$ cat src/rtl/icu_pkg.sv
// -----------------------------------------------------------------------------
// icu_pkg
// Shared definitions for the ICU issue queue: opcode encodings, functional-unit
// channel indices, controller state encoding and the opcode-to-unit decoder.
// -----------------------------------------------------------------------------
package icu_pkg;

    // Opcodes live in instruction bits [31:24].
    localparam logic [7:0] OP_NOP   = 8'h00;
    localparam logic [7:0] OP_READ  = 8'h01;
    localparam logic [7:0] OP_MOVE  = 8'h02;
    localparam logic [7:0] OP_ADD   = 8'h03;
    localparam logic [7:0] OP_WRITE = 8'h04;
    localparam logic [7:0] OP_HALT  = 8'hFF;

    // Issue channel indices.
    localparam int         UNIT_IDX_W = 2;
    localparam logic [1:0] UNIT_MEM   = 2'd0;
    localparam logic [1:0] UNIT_VXM   = 2'd1;
    localparam logic [1:0] UNIT_SRF   = 2'd2;

    typedef enum logic [1:0] {
        ST_IDLE,
        ST_RUN,
        ST_NOP_WAIT,
        ST_HALTED
    } icu_state_t;

    // legal is set only for opcodes that are issued to a functional unit.
    typedef struct packed {
        logic                  legal;
        logic [UNIT_IDX_W-1:0] unit;
    } unit_sel_t;

    function automatic unit_sel_t opcode_to_unit(input logic [7:0] opcode);
        unit_sel_t sel;
        sel.legal = 1'b1;
        sel.unit  = UNIT_MEM;
        case (opcode)
            OP_READ, OP_WRITE: sel.unit  = UNIT_MEM;
            OP_ADD:            sel.unit  = UNIT_VXM;
            OP_MOVE:           sel.unit  = UNIT_SRF;
            default:           sel.legal = 1'b0;
        endcase
        return sel;
    endfunction

endpackage

$ cat src/rtl/icu_instr_fifo.sv
// -----------------------------------------------------------------------------
// icu_instr_fifo
// Synchronous FIFO with a registered head word. The head register is loaded
// at the same edge an entry becomes the head, so rdata is a pure flop output
// and a new head is available the cycle right after a pop.
//
// Ports:
//   clk, rst      clock, synchronous active-high reset
//   push, wdata   write one word (ignored when full without a pop, or on flush)
//   pop           drop the head word (ignored when empty)
//   flush         empty the FIFO; wins over push and pop
//   rdata         current head word (valid while !empty)
//   count         number of stored words, 0..DEPTH
//   full, empty   occupancy flags
// -----------------------------------------------------------------------------
module icu_instr_fifo #(
    parameter int WIDTH = 32,
    parameter int DEPTH = 4
) (
    input  logic                    clk,
    input  logic                    rst,
    input  logic                    push,
    input  logic                    pop,
    input  logic                    flush,
    input  logic [WIDTH-1:0]        wdata,
    output logic [WIDTH-1:0]        rdata,
    output logic [$clog2(DEPTH):0]  count,
    output logic                    full,
    output logic                    empty
);

    localparam int PW = $clog2(DEPTH);
    localparam int CW = PW + 1;

    logic [WIDTH-1:0] mem_q [DEPTH];
    logic [PW-1:0]    wr_ptr_q, wr_ptr_d;
    logic [PW-1:0]    rd_ptr_q, rd_ptr_d;
    logic [CW-1:0]    count_q, count_d;
    logic [CW-1:0]    remain;
    logic [WIDTH-1:0] head_q, head_d;
    logic             do_push, do_pop;

    assign full  = (count_q == CW'(DEPTH));
    assign empty = (count_q == '0);
    assign count = count_q;
    assign rdata = head_q;

    // NOTE: every signal written here gets a default before any branch, so no latch is inferred.
    always_comb begin
        do_pop   = pop && !empty && !flush;
        do_push  = push && !flush && (!full || do_pop);
        rd_ptr_d = rd_ptr_q + PW'(do_pop);
        wr_ptr_d = wr_ptr_q + PW'(do_push);
        count_d  = count_q + CW'(do_push) - CW'(do_pop);
        remain   = count_q - CW'(do_pop);
        head_d   = head_q;
        if (flush) begin
            rd_ptr_d = '0;
            wr_ptr_d = '0;
            count_d  = '0;
        end else if (remain == '0) begin
            // Nothing left behind the head: an incoming word becomes the head directly.
            if (do_push) begin
                head_d = wdata;
            end
        end else begin
            head_d = mem_q[rd_ptr_d];
        end
    end

    // NOTE: sequential state uses non-blocking assignments so every flop samples pre-edge values.
    always_ff @(posedge clk) begin
        if (rst) begin
            wr_ptr_q <= '0;
            rd_ptr_q <= '0;
            count_q  <= '0;
            head_q   <= '0;
        end else begin
            wr_ptr_q <= wr_ptr_d;
            rd_ptr_q <= rd_ptr_d;
            count_q  <= count_d;
            head_q   <= head_d;
        end
    end

    // NOTE: the storage array is deliberately not reset; count and pointers guard every read.
    always_ff @(posedge clk) begin
        if (do_push) begin
            mem_q[wr_ptr_q] <= wdata;
        end
    end

endmodule

$ cat src/rtl/icu_issue_queue.sv
// -----------------------------------------------------------------------------
// icu_issue_queue
// Fetches instructions into a small FIFO and issues them in order to the
// MEM/VXM/SRF channels over valid/ready, handling NOP-N stalls and HALT.
//
// Ports:
//   clk, rst               clock, synchronous active-high reset
//   start                  begin fetching at address 0 (from IDLE or HALTED)
//   instr_req/_address     fetch request and address
//   instr_valid/instr_in   fetch response, exactly one cycle after the request
//   unit_valid/unit_ready  one-hot issue strobe and per-unit accept
//   issue_opcode/_payload  fields of the instruction at the FIFO head
//   busy, halted           status (RUN/NOP_WAIT, HALTED)
//   illegal_op             one-cycle pulse when an undefined opcode is dropped
// -----------------------------------------------------------------------------
module icu_issue_queue
    import icu_pkg::*;
#(
    parameter int INSTR_WIDTH          = 32,
    parameter int INSTR_MEM_ADDR_WIDTH = 10,
    parameter int FIFO_DEPTH           = 4,
    parameter int NUM_UNITS            = 3,
    parameter int NOP_CNT_WIDTH        = 16
) (
    input  logic                            clk,
    input  logic                            rst,
    input  logic                            start,
    output logic                            instr_req,
    output logic [INSTR_MEM_ADDR_WIDTH-1:0] instr_address,
    input  logic                            instr_valid,
    input  logic [INSTR_WIDTH-1:0]          instr_in,
    output logic [NUM_UNITS-1:0]            unit_valid,
    input  logic [NUM_UNITS-1:0]            unit_ready,
    output logic [7:0]                      issue_opcode,
    output logic [23:0]                     issue_payload,
    output logic                            busy,
    output logic                            halted,
    output logic                            illegal_op
);

    localparam int CW = $clog2(FIFO_DEPTH) + 1;

    icu_state_t                      state_q, state_d;
    logic [INSTR_MEM_ADDR_WIDTH-1:0] addr_q, addr_d;
    logic [NOP_CNT_WIDTH-1:0]        nop_cnt_q, nop_cnt_d;
    logic                            outstanding_q;

    logic                   fifo_push, fifo_pop, fifo_flush;
    logic                   fifo_full, fifo_empty;
    logic [CW-1:0]          fifo_count;
    logic [INSTR_WIDTH-1:0] fifo_head;

    logic [7:0]               head_op;
    logic [NOP_CNT_WIDTH-1:0] head_nop_n;
    logic [CW:0]              in_flight;
    logic                     fetch_en;
    unit_sel_t                sel;

    assign head_op       = fifo_head[INSTR_WIDTH-1 -: 8];
    assign head_nop_n    = fifo_head[NOP_CNT_WIDTH-1:0];
    assign issue_opcode  = head_op;
    assign issue_payload = fifo_head[23:0];
    assign instr_address = addr_q;
    assign busy          = (state_q == ST_RUN) || (state_q == ST_NOP_WAIT);
    assign halted        = (state_q == ST_HALTED);

    // Words in the FIFO plus the one possibly in flight must fit in the FIFO.
    assign in_flight = {1'b0, fifo_count} + (CW+1)'(outstanding_q);

    // Responses are only accepted while fetching; HALT's flush also discards one.
    assign fifo_push = instr_valid && busy;

    icu_instr_fifo #(
        .WIDTH (INSTR_WIDTH),
        .DEPTH (FIFO_DEPTH)
    ) u_fifo (
        .clk   (clk),
        .rst   (rst),
        .push  (fifo_push),
        .pop   (fifo_pop),
        .flush (fifo_flush),
        .wdata (instr_in),
        .rdata (fifo_head),
        .count (fifo_count),
        .full  (fifo_full),
        .empty (fifo_empty)
    );

    always_comb begin
        state_d    = state_q;
        addr_d     = addr_q;
        nop_cnt_d  = nop_cnt_q;
        fifo_pop   = 1'b0;
        fifo_flush = 1'b0;
        unit_valid = '0;
        illegal_op = 1'b0;
        fetch_en   = 1'b0;
        instr_req  = 1'b0;
        sel        = opcode_to_unit(head_op);

        case (state_q)
            ST_IDLE, ST_HALTED: begin
                if (start) begin
                    state_d    = ST_RUN;
                    addr_d     = '0;
                    fifo_flush = 1'b1;
                end
            end

            ST_RUN: begin
                fetch_en = 1'b1;
                if (!fifo_empty) begin
                    case (head_op)
                        OP_NOP: begin
                            fifo_pop = 1'b1;
                            if (head_nop_n != '0) begin
                                state_d   = ST_NOP_WAIT;
                                nop_cnt_d = head_nop_n;
                            end
                        end
                        OP_HALT: begin
                            // Stop fetching in the pop cycle so nothing new is requested.
                            fifo_pop   = 1'b1;
                            fifo_flush = 1'b1;
                            fetch_en   = 1'b0;
                            state_d    = ST_HALTED;
                        end
                        default: begin
                            if (sel.legal) begin
                                unit_valid = NUM_UNITS'(1) << sel.unit;
                                fifo_pop   = |(unit_valid & unit_ready);
                            end else begin
                                fifo_pop   = 1'b1;
                                illegal_op = 1'b1;
                            end
                        end
                    endcase
                end
            end

            ST_NOP_WAIT: begin
                fetch_en  = 1'b1;
                nop_cnt_d = nop_cnt_q - 1'b1;
                if (nop_cnt_q == NOP_CNT_WIDTH'(1)) begin
                    state_d = ST_RUN;
                end
            end
        endcase

        instr_req = fetch_en && !fifo_full && (in_flight < (CW+1)'(FIFO_DEPTH));
        if (instr_req) begin
            addr_d = addr_q + INSTR_MEM_ADDR_WIDTH'(1);
        end
    end

    always_ff @(posedge clk) begin
        if (rst) begin
            state_q       <= ST_IDLE;
            addr_q        <= '0;
            nop_cnt_q     <= '0;
            outstanding_q <= 1'b0;
        end else begin
            state_q       <= state_d;
            addr_q        <= addr_d;
            nop_cnt_q     <= nop_cnt_d;
            outstanding_q <= instr_req;
        end
    end

endmodule

$ cat config.mk
export PLATFORM = sky130hd
export DESIGN_NAME = icu_issue_queue
export DESIGN_NICKNAME = d
export VERILOG_FILES = /design/src/rtl/icu_pkg.sv /design/src/rtl/icu_instr_fifo.sv /design/src/rtl/icu_issue_queue.sv
export SDC_FILE = /design/constraint.sdc
export NUM_CORES = 1
export LEC_CHECK = 0
export CAP_MARGIN = 20
export CORE_MARGIN = 4
export CORE_UTILIZATION = 53
export CTS_BUF_LIST = sky130_fd_sc_hd__clkbuf_2
export DETAILED_ROUTE_END_ITERATION = 7
export GPL_ROUTABILITY_DRIVEN = 0
export PLACE_DENSITY = 0.78
export SYNTH_ARGS = -nofsm -noshare
export SYNTH_HDL_FRONTEND = slang
export SYNTH_SLANG_ARGS = --single-unit
$ cat constraint.sdc
create_clock -name clk -period 4.9 [get_ports clk]
set_clock_uncertainty 0.05 [all_clocks]
set_input_delay 0.735 -clock clk [delete_from_list [all_inputs] [get_ports clk]]
set_output_delay 0.735 -clock clk [all_outputs]
set_load 0.02 [all_outputs]
# --- Word level (Yosys, flattened, before mapping) ---
# Memory sizes are Yosys's and may differ from the RTL's.
# Index checks and enable logic that the tools add are counted.
# W data, S select, Z words.
word_totals:
  wordCells: 106
  out_inout_bits: 49
  regBits: 68
  mem_count: 1
  rom_bits: 0
  ram_bits: 128
  latch_bits: 0
mem_list:
  columns: ["memory", "words", "word_bits", "rd", "rd_clocked_by_memory_dff", "wr", "line", "source"]
  rows:
  - ["u_fifo.mem_q", 4, 32, 1, 0, 1, "icu_instr_fifo.sv:35", "logic [WIDTH-1:0] mem_q [DEPTH];"]
op_classes:
  muxes: 38
  add_sub_neg: 8
  shift: 1
  n_reduce_logical: 29
  n_bitwise: 2
  multipliers: 0
  div: 0
  eq_ne: 18
  order_cmp: 1
op_table:
  columns: ["operator", "count"]
  rows:
  - ["$mux W32", 2]
  - ["$mux W16", 3]
  - ["$pmux W16 S2", 1]
  - ["$mux W10", 3]
  - ["$eq A16 B1 Y1 const B", 1]
  - ["$eq A8 B2 Y1 const B", 2]
  - ["$mux W1", 16]
  - ["$reduce_bool A16 Y1", 1]
  - ["$sub A16 B1 Y16 const B", 1]
  - ["$mux W3", 4]
  - ["$add A10 B1 Y10 const B", 1]
  - ["$eq A8 B1 Y1 const B", 1]
  - ["$eq A8 B3 Y1 const B", 1]
  - ["$eq A8 B8 Y1 const B", 1]
  - ["$logic_not A8 Y1", 1]
  - ["$mux W2", 4]
  - ["$ne A2 B1 Y1 const B", 4]
  - ["$pmux W2 S2", 2]
  - ["$logic_and A1 B1 Y1", 7]
  - ["$logic_not A3 Y1", 2]
  - ["$pmux W2 S3", 1]
  - ["$reduce_bool A2 Y1", 3]
  - ["$reduce_or A2 Y1", 3]
  - ["$sub A3 B1 Y3", 2]
  - ["other kinds (22)", 30]

# --- Logic depth before layout (Yosys ltp) ---
depth:
  word_depth: 15
  depth_mapped: 15

# --- Cells and area by module ---
# A second synthesis with hierarchy kept.
unflattened:
  hier_cells: 662
  area_unflattened_um2: 8690.8
modules_own_cells:
  columns: ["module", "instances", "area_per_inst_um2", "seq_area_each_um2", "cells_each"]
  rows:
  - ["icu_instr_fifo", 1, 6652.6, 4624.4, 396]
  - ["icu_issue_queue", 1, 2038.2, 580.6, 266]

# --- Least setup slack after synthesis ---
# OpenSTA, ideal clock, no wires.
synth_timing:
  path_kind: "flip-flop to flip-flop"
  start: "register u_fifo.count_q[2] (netlist: u_fifo.count[2])"
  end: "memory u_fifo.mem_q[0][0], enable pin"
  n_path_buf: 1
  period_less_slack_ns: 4.679
  path_slack_ns: 0.221
  setup_time_ns: 0.468
  arrival_time_ns: 4.161
  stages_incl_launch_ff: 8
  cell_sequence: "dfxtp_1 > clkbuf_1 > nor3_1 > nand2b_1 > o21a_1 > nor2_1 > a311oi_1 > nor3b_1"
synth_between:
  elab_chain_cells: 9
synth_rtl:
  columns: ["element", "line", "source"]
  rows:
  - ["start: declaration", "icu_instr_fifo.sv:38", "logic [CW-1:0] count_q, count_d;"]
  - ["start signal: assignment", "icu_instr_fifo.sv:81", "count_q <= count_d;"]
  - ["$logic_not A3 Y1", "icu_instr_fifo.sv:44", "assign empty = (count_q == '0);"]
  - ["$mux W1", "icu_issue_queue.sv:112", "if (!fifo_empty) begin"]
  - ["$pmux W1 S2 / $mux W1 (equally long branches)", "icu_issue_queue.sv:101", "case (state_q)"]
  - ["$logic_not A1 Y1 / $logic_and A1 B1 Y1 (equally long branches)", "icu_instr_fifo.sv:50, icu_instr_fifo.sv:51", null]
  - ["$logic_and A1 B1 Y1", "icu_instr_fifo.sv:50", "do_pop = pop && !empty && !flush;"]
  - ["$logic_or A1 B1 Y1", "icu_instr_fifo.sv:51", "do_push = push && !flush && (!full || do_pop);"]
  - ["$logic_and A1 B1 Y1 *", "icu_instr_fifo.sv:51", null]
  - ["$mux W1 *", "icu_instr_fifo.sv:88", "if (do_push) begin"]
  - ["$mux W1 (not written as such) *", "icu_instr_fifo.sv:89", "mem_q[wr_ptr_q] <= wdata;"]
  - ["end: declaration", "icu_instr_fifo.sv:35", null]
# Every way passes the cells marked *; elsewhere a longest branch is shown, timed or not.

# --- Worst setup path after layout ---
layout_timing:
  start: "register u_fifo.head_q[25] (netlist: u_fifo.rdata[25])"
  end: "register u_fifo.head_q[30] (netlist: u_fifo.rdata[30])"
layout_between:
  elab_chain_cells: 15
layout_rtl:
  columns: ["element", "line", "source"]
  rows:
  - ["start: declaration", "icu_instr_fifo.sv:40", "logic [WIDTH-1:0] head_q, head_d;"]
  - ["start signal: assignment", "icu_instr_fifo.sv:77", "head_q <= '0;"]
  - ["start signal: assignment", "icu_instr_fifo.sv:82", "head_q <= head_d;"]
  - ["$eq A8 B2 Y1", "icu_pkg.sv:39", "case (opcode)"]
  - ["$pmux W2 S2", "icu_pkg.sv:39", null]
  - ["$shl A1 B2 Y3", "icu_issue_queue.sv:130", "unit_valid = NUM_UNITS'(1) << sel.unit;"]
  - ["$and A3 B3 Y3", "icu_issue_queue.sv:131", "fifo_pop = |(unit_valid & unit_ready);"]
  - ["$reduce_or A3 Y1", "icu_issue_queue.sv:131", null]
  - ["$mux W1", "icu_issue_queue.sv:129", "if (sel.legal) begin"]
  - ["$mux W1", "icu_issue_queue.sv:113", "case (head_op)"]
  - ["$mux W1", "icu_issue_queue.sv:112", null]
  - ["$mux W1", "icu_issue_queue.sv:101", null]
  - ["$logic_and A1 B1 Y1 (2 in series)", "icu_instr_fifo.sv:50", null]
  - ["$sub A3 B1 Y3 / $logic_or A1 B1 Y1 (equally long branches)", "icu_instr_fifo.sv:55, icu_instr_fifo.sv:51", null]
  - ["$logic_not A3 Y1 / $logic_and A1 B1 Y1 (equally long branches)", "icu_instr_fifo.sv:61, icu_instr_fifo.sv:51", null]
  - ["$ne A2 B1 Y1 (no source line)", null, null]
  - ["$reduce_and A2 Y1 (no source line)", null, null]
# Several ways; a longest one is shown, not always the timed one.
# A chain may end at the register's enable or synchronous reset.

==> impl_metrics.tcl <==
set metrics [dict create \
    outcome "complete, no violations" \
    path_class "flip-flop to flip-flop" \
    cp_slowest_stage_delay_ps 730 \
    fill_cells 1190 \
    via_count 5626 \
    coreArea_mm2 0.0159 \
    fin_crit_sh_pct 82.9 \
    final_common_cell "edfxtp_1" \
    p_comb_share_pct 39.1 \
    slew_violations 0 \
    synthMuxAreaShare_pct 16.9 \
    pre_cts_ws_ps 412 \
    finalWorstSetupSlack_ps 840 \
    dp_hpwl_um 12300 \
    synthArstFlopShare_pct 0 \
    required_ps 5530 \
    cts_hold_buf 0 \
    cp_num_buf_inv 2 \
    post_cts_buffers 0 \
    crit_family "compound AO/OA/AOI/OAI gates" \
    synthTopCellsByArea "edfxtp_1, dfxtp_1, mux4_2" \
    grt_pass1_vias 5779 \
    drt_iter0_drc 479 \
    p_sw_share_pct 35.9 \
    synth_fp_nets 695 \
    yosysWarnings 0 \
    clk_latency_ps 770 \
    synth_area_mm2 0.00866 \
    p_leak_nw 3.40 \
    synth_cells 643 \
    ys.flop_type "edfxtp_1" \
    cts_buffers 17 \
    fin_tns_setup_ps 0 \
    first_pass_iters 6 \
    postCtsResizedCells 0 \
    ys_seq_elements 196 \
    synth.distinct_cells 60 \
    seq_area_frac_synth_pct 60.1 \
    setup_viol 0 \
    grt_usage_pct 20.6 \
    wl_per_cell_um 19.2 \
    worstPathMaxFanout 17 \
    p_seq_share_pct 43.6 \
    powerDensity_mw_per_mm2 488 \
    switchingPower_w 0.00177 \
    rrSetupSlack_ps 840 \
    via_per_inst 5.87 \
    hold_path_depth 2 \
    fp-row-count 46 \
    hold_viol 0 \
    routed_wl_um 18400 \
    clock-sinks 196 \
    final_cell_mix "edfxtp_1, clkdlybuf4s50_1, dfxtp_1" \
    grt_max_degree 53 \
    io_pins 88 \
    synthesis.area_per_instance_um2 13.5 \
    cp_slowest_cell "a211oi_4" \
    clk_path_buf_depth 2 \
    die_w_um 136 \
    detail-route-antenna-nets 0 \
    clk_pin_slew_worst_paths_ps 290 \
    antenna_found_initial 0 \
    synth_top_family_by_area "multiplexers" \
    grt_pass1_wl_um 29600 \
    maxCapViolCount 0 \
    cts_tree "done" \
    yosysTopAreaCellShare_pct 44.4 \
    io_buffer_count 87 \
    diodes 0 \
    tightest_slew_ps 957 \
    start_util_pct 54.3 \
    synth_top_cell_by_area "edfxtp_1" \
    min_period_ps 4060 \
    rr_worst_depth 12 \
    drive_gt1_share_pct 17.8 \
    end_kind "flip-flop" \
    fin_nets 781 \
    reg2reg_from "u_fifo.rdata[25]" \
    cell_internal_pwr_w 0.00316 \
    synthAdderAreaFrac_pct 1.96 \
    arrival_ps 4690 \
    synth_edf_count 128 \
    root_buffer "clkbuf_2" \
    relSlewSlack_pct 35.6 \
    synth-compound-area-share_pct 5.81 \
    worstReg2RegEnd "u_fifo.rdata[30]" \
    clock.fmax_mhz 246 \
    hp-class "flip-flop to flip-flop" \
    h-tree-depth 4 \
    pwr-share-clk_pct 17.4 \
    holdPathEnd "nop_cnt_q[8]" \
    synthSimpleGateAreaFrac_pct 12.2 \
    rsz0062_at_grt "no" \
    cp-start-kind "flip-flop" \
    vdd_drop_max_v 0.000311 \
    synth_xor_area_share_pct 0.809 \
    crit_chain "or2_1, or3b_1, o311a_1, o21ai_1, inv_1, ha_1, xor2_1, or3_2, nor2_1, a211oi_4, buf_4, mux2_2" \
    drc 0 \
    grt_overflow_total 0 \
    die_y_um 136 \
    total_power_w 0.00492 \
    area_delta_synth_final_pct 16.4 \
    hold_start "nop_cnt_q[8]" \
    dieArea_mm2 0.0185 \
]
==> metrics by stage <==
step / hold WS, ps / cells / utilization, % / area (um^2)
finish: 444 / 958 / 63.2 / 10100
global route: 448 / 958 / 63.2 / 10100
CTS: 448 / 958 / 63.2 / 10100
detailed placement: 423 / 926 / 61.5 / 9810
global placement: 409 / 926 / 61.5 / 9810
floorplan: 399 / 643 / - / 8660
==> flip-flops by register name (all words and copies together) (netlist names) <==
| name | flops |
|---|---|
| instr_address | 10 |
| nop_cnt_q | 16 |
| outstanding_q | 1 |
| state_q | 2 |
| u_fifo.count | 3 |
| u_fifo.mem_q | 128 |
| u_fifo.rd_ptr_q | 2 |
| u_fifo.rdata | 32 |
| u_fifo.wr_ptr_q | 2 |
==> how the worst max path moves through the flow <==
stage | from | endpoint | slack (ps) | depth (start not counted)
2_1_floorplan | u_fifo.count[2] | u_fifo.mem_q[0][0] | 220 | 7
3_3_place_gp | unit_ready[0] | u_fifo.rdata[26] | 550 | 12
3_5_place_dp | unit_ready[0] | u_fifo.rdata[30] | 410 | 12
4_1_cts | u_fifo.rdata[24] | u_fifo.rdata[30] | 810 | 12
5_1_grt | u_fifo.rdata[24] | u_fifo.rdata[30] | 610 | 12
6_report | u_fifo.rdata[25] | u_fifo.rdata[30] | 840 | 12
==> synthesized netlist by cell type, types with 3 or more instances <==
cell type / count
clkbuf_1: 25
and3_1: 8
o31ai_1: 3
or3_1: 4
nor3b_1: 4
a21oi_1: 24
nor2_1: 62
o21ai_0: 16
o32ai_1: 3
nand2b_1: 6
edfxtp_1: 128
or4_4: 3
nand4_1: 4
mux2i_1: 34
nor3_1: 10
xnor2_1: 6
and2_1: 4
nor2b_1: 34
mux2_2: 35
a2bb2oi_1: 4
or2_2: 4
ha_1: 12
mux4_2: 32
inv_1: 14
nand3_1: 17
buf_2: 6
nor4_1: 8
dfxtp_1: 68
o211ai_1: 4
nand2_1: 23
==> power groups by stage <==
| stage | sequential [W] | clock, W | combinational [W] |
|---|---|---|---|
| after floorplan | 0.00225 | 0 | 0.00122 |
| after global placement | 0.00216 | 0 | 0.00187 |
| after detailed placement | 0.00218 | 0 | 0.00192 |
| after CTS | 0.00214 | 0.000871 | 0.00193 |
| after global routing | 0.00217 | 0.000939 | 0.00207 |
| final | 0.00215 | 0.000855 | 0.00192 |
==> cell type report <==
class,count,area (um^2),area share (%)
clock buffers,18,90.1,0.893
clock inverters,14,183,1.81
inverters,14,52.6,0.521
multi-input cells,399,3300,32.7
flip-flops and latches,196,5200,51.6
well taps,216,270,2.68
repair buffers,101,983,9.75
==> layer usage <==
metal	part of all wire (%)	global-route usage [%]	vias up
li1	-	-	2589
met1	42	26.2	2828
met2	51	35.8	182
met3	5.1	4.40	27
met4	1.4	5.88	0
met5	0	0	-
==> logic make-up after synthesis <==
group	Yosys count
compound gates	75
xor+xnor	8
fa+ha+maj	13
buf+inv	48
flops	196
mux	102
simple gates	201
==> worst min-delay path: stages, from the launching register on <==
cell and delay (ps):
dfxtp_1 370, o21ai_0 70, a21oi_1 60
(Power assumes the default switching activity.)
